File: config.mk
export PLATFORM = sky130hd
export DESIGN_NAME = pc_fetch_ctrl
export DESIGN_NICKNAME = d
export VERILOG_FILES = /design/src/rtl/pc_pkg.sv /design/src/rtl/pc_fetch_ctrl.sv
export SDC_FILE = /design/constraint.sdc
export NUM_CORES = 1
export LEC_CHECK = 0
export BUFFER_PORTS_ARGS = -buffer_cell sky130_fd_sc_hd__clkbuf_2
export CAP_MARGIN = 20
export CORE_ASPECT_RATIO = 1.4
export CORE_MARGIN = 2
export CORE_UTILIZATION = 54
export DETAILED_ROUTE_END_ITERATION = 8
export GPL_TIMING_DRIVEN = 1
export PLACE_DENSITY = 0.81
export SYNTH_ARGS = -nofsm -noshare
export SYNTH_HDL_FRONTEND = slang
export SYNTH_SLANG_ARGS = --single-unit
File: constraint.sdc
create_clock -name clk -period 2.8 [get_ports clk]
set_input_delay 0.56 -clock clk [delete_from_list [all_inputs] [get_ports clk]]
set_output_delay 0.56 -clock clk [all_outputs]
set_load 0.01 [all_outputs]
File: src/rtl/pc_pkg.sv
// Shared types and default sizing for the PC register / fetch-control stage.
// Imported by pc_fetch_ctrl and by anything that needs to decode its state.
package pc_pkg;

    localparam int PC_W_DFLT     = 7;
    localparam int CNT_W_DFLT    = 8;
    localparam int RESET_PC_DFLT = 0;

    typedef enum logic [1:0] {
        IDLE   = 2'd0,
        RUN    = 2'd1,
        HALTED = 2'd2
    } state_t;

endpackage

File: src/rtl/pc_fetch_ctrl.sv
// Program-counter register and fetch control: next-PC selection, stall-time
// redirect capture, halt/resume, sequential wrap flag and a saturating fetch count.
module pc_fetch_ctrl
    import pc_pkg::*;
#(
    parameter int PC_W     = PC_W_DFLT,
    parameter int CNT_W    = CNT_W_DFLT,
    parameter int RESET_PC = RESET_PC_DFLT
) (
    input  logic             clk,
    input  logic             rst,
    input  logic [PC_W-1:0]  pc_addOut,
    input  logic             branch_taken,
    input  logic [PC_W-1:0]  branch_target,
    input  logic             jump,
    input  logic [PC_W-1:0]  jump_target,
    input  logic             stall,
    input  logic             halt,
    input  logic             resume,
    output logic [PC_W-1:0]  pc_out,
    output logic             fetch_valid,
    output logic             wrap,
    output logic [CNT_W-1:0] fetch_count
);

    localparam logic [PC_W-1:0] RESET_PC_V = PC_W'(RESET_PC);

    state_t          state;
    logic [PC_W-1:0] pc_q;
    logic            pend;
    logic [PC_W-1:0] pend_tgt;
    logic            wrap_q;
    logic [CNT_W-1:0] cnt_q;

    logic            redir_vld;
    logic [PC_W-1:0] redir_tgt;
    logic            seq_wrap;

    function automatic logic [CNT_W-1:0] sat_inc(input logic [CNT_W-1:0] v);
        return (&v) ? v : v + CNT_W'(1);
    endfunction

    // Branch outranks jump both for immediate redirects and for stall capture.
    always_comb begin
        redir_vld = branch_taken | jump;
        redir_tgt = branch_taken ? branch_target : jump_target;
        seq_wrap  = (&pc_q) && (pc_addOut == '0);
    end

    always_ff @(posedge clk) begin
        if (rst) begin
            state    <= IDLE;
            pc_q     <= RESET_PC_V;
            pend     <= 1'b0;
            pend_tgt <= '0;
            wrap_q   <= 1'b0;
            cnt_q    <= '0;
        end else begin
            wrap_q <= 1'b0;
            unique case (state)
                IDLE: begin
                    state <= RUN;
                end
                RUN: begin
                    if (halt) begin
                        // Same-cycle redirect is dropped; an older pending one survives.
                        state <= HALTED;
                    end else if (stall) begin
                        if (redir_vld) begin
                            pend     <= 1'b1;
                            pend_tgt <= redir_tgt;
                        end
                    end else begin
                        pend  <= 1'b0;
                        cnt_q <= sat_inc(cnt_q);
                        if (redir_vld) begin
                            pc_q <= redir_tgt;
                        end else if (pend) begin
                            pc_q <= pend_tgt;
                        end else begin
                            pc_q   <= pc_addOut;
                            wrap_q <= seq_wrap;
                        end
                    end
                end
                HALTED: begin
                    if (resume && !halt) begin
                        state <= RUN;
                    end
                end
                default: begin
                    state <= IDLE;
                end
            endcase
        end
    end

    assign pc_out      = pc_q;
    assign wrap        = wrap_q;
    assign fetch_count = cnt_q;
    assign fetch_valid = (state == RUN) && !stall && !halt;

endmodule

==> results.yml <==
yosys:
  yosys_register_bits: 26
  yosysSeqAreaShare: 0.370
  synthesis.nets: 189
  syn_avg_cell_area_um2: 8.79
  synthDistinctLibCells: 43
  synthTopCellsByCount: "dfxtp_1, nor3_1, a21oi_1, nor2_1"
  synthArstFlopShare: 0
  syn_area_um2: 1410
  synthTopCellsByArea: "dfxtp_1, mux2_2, nor3_1, nor2b_1, o32ai_1"
  synthCells: 160
  post-synth-top-area-cell: "dfxtp_1"
  synth_edf_count: 0
  yosysMostFrequentCell: "dfxtp_1"
  synth_top_area_share: 0.370
  yosys_most_used_dff: "dfxtp_1"
  yosys_warnings: 0
worst_setup_path:
  crit_type: "flop to output port"
  timing.rr.start: "state[0]"
  start_kind: "flop"
  slowest_delay_ps: 660
  crit_start: "state[0]"
  path_cells: "or4b_1, clkinv_4, clkbuf_2"
  end_kind: "output port"
  cp.required_ps: 2240
  reg2reg_depth: 3
  cp_max_fo: 17
  cp.arrival_ps: 1780
  critPathSlowestCell: "or4b_1"
clock_network:
  cts.clk_slew.worst_paths_ps: 150
  clockBufferDepth: 2
  htreeDepth: 1
  cts_made_buffers: 3
  root_buffer: "clkbuf_4"
  cts_tree: "built"
  cts-resized-gates: 0
  ctsHoldBuffers: 0
  post_cts_buffers: 0
  cts_sinks: 26
  clock_latency_ps: 330
timing:
  post-route-period-util: 0.837
  drv_slew: 0
  period_minus_slack_ps: 2340
  setup_violations: 0
  hold_viol: 0
  slew_headroom: 0.657
  worst_clock_skew_ps: 5.14
  tightest_slew_ps: 514
  fin_ws_ps: 456
  grt_setup_unrepaired: "false"
  timing.fmax_mhz: 427
  setup_tns_ps: 0
die:
  initial_core_util: 0.576
  die_y_um: 64.4
  num_io_pins: 45
  die_w_um: 47.1
  rows: 21
  core_area_um2: 2440
  fp.dieArea_um2: 3030
finish:
  diodes: 0
  design_area_um2: 1660
  multi_input_area_um2: 811
  nNetsFinal: 229
  ff_latch_area_um2: 520
  drive_gt1_frac: 0.322
  area_growth_pct: 18.1
  fillCellCount: 218
  final_cells: 233
global_routing:
  grt_pass1_vias: 1303
  grt_pass1_wl_mm: 5.72
  grt_max_degree: 23
  overflow: 0
  grtUsageTotal: 0.256
  antenna_found_initial: 0
detailed_routing:
  vias: 1404
  vias_per_cell: 6.03
  drc: 0
  first_pass_iters: 4
  routed_wirelength_mm: 3.40
  first_iter_violations: 49
  ant_nets: 0
  wl_per_cell_um: 14.6
placed_design:
  dp_cells: 229
  gp_congestion: 0.792
  io_buffer_count: 44
  pre_cts_ws_ps: 518
  dpl_cell_area_um2: 1630
  place_hpwl_mm: 2.53
hold_path:
  hp-start: "pc_out[2]"
  hold_class: "flop to flop"
  min_path_cells: 2
run:
  drv_cap: 0
power:
  cellPowerDensity_nw_per_um2: 419
  finalPower_w: 0.000697
  ir_worst_vdd_mv: 0.249
  p_leak_nw: 0.647
outcome:
  status: "complete, no violations"
## cell families after synthesis
| kind of cell | after synthesis | synth area share |
|---|---|---|
| buffers and inverters | 14 | 0.0534 |
| AND/OR/NAND/NOR | 73 | 0.302 |
| multiplexers | 11 | 0.0872 |
| flip-flops | 26 | 0.370 |
| AO/OA/AOI/OAI | 35 | 0.179 |
| adder cells (fa/ha/maj) | 1 | 0.00890 |
## path summary, 6_finish.rpt
| check | endpoint | slack (ps) |
|---|---|---|
| max | fetch_valid | 460 |
| min reg2reg | pc_out[2] | 510 |
| min | pc_out[2] | 510 |
| max reg2reg | fetch_count[5] | 930 |
## report_power, final
| part | internal, W | switching, W | leakage [nW] |
|---|---|---|---|
| Sequential | 0.000383 | 0.0000127 | 0.211 |
| Combinational | 0.0000506 | 0.0000543 | 0.415 |
| Clock | 0.0000797 | 0.000117 | 0.0210 |
## critical path: cells and delay by family (launching register included)
kind                   cells  cell delay [ps]
buffers and inverters      2              350
flip-flops                 1              440
AND/OR/NAND/NOR            1              660
## stage by stage
stage | hold slack, ps | util
after floorplan | 492 | -
after global placement | 475 | 0.665
after detailed placement | 487 | 0.665
after CTS | 503 | 0.680
after global routing | 519 | 0.680
final | 512 | 0.680
## cell usage in the layout (no fill, tap or decap), types with 2 or more instances in the layout
cell       n
nor2_1    12
nor2b_1   10
clkbuf_2  44
dfxtp_1   26
nand4b_1   2
nor4_1     2
nand2_1   10
nand4_1    3
a21oi_1   12
a211oi_1   8
nor3_1    17
a41oi_1    2
and2_1     2
o32ai_1    7
mux2_2     9
clkbuf_4   3
nand3b_1   2
buf_4      2
## area by class of cell
type / instances / area share
repair buffers: 46 / 0.142
inverters: 3 / 0.00979
well taps: 34 / 0.0256
multi-input cells: 120 / 0.488
flip-flops and latches: 26 / 0.313
clock buffers: 4 / 0.0218
## flip-flops by register name, indices dropped and copies added, names as in the netlist
| signal | flops |
|---|---|
| state | 2 |
| fetch_count | 8 |
| pend_tgt | 7 |
| pc_out | 7 |
| wrap | 1 |
| pend | 1 |
## per-layer routing
metal	up-vias	routed length, um	track usage
li1	687	-	-
met1	636	1400	0.319
met2	71	1710	0.411
met3	10	208	0.0339
met4	0	89	0.128
met5	-	0	0
Note: power is estimated with default switching activity, not from simulation.
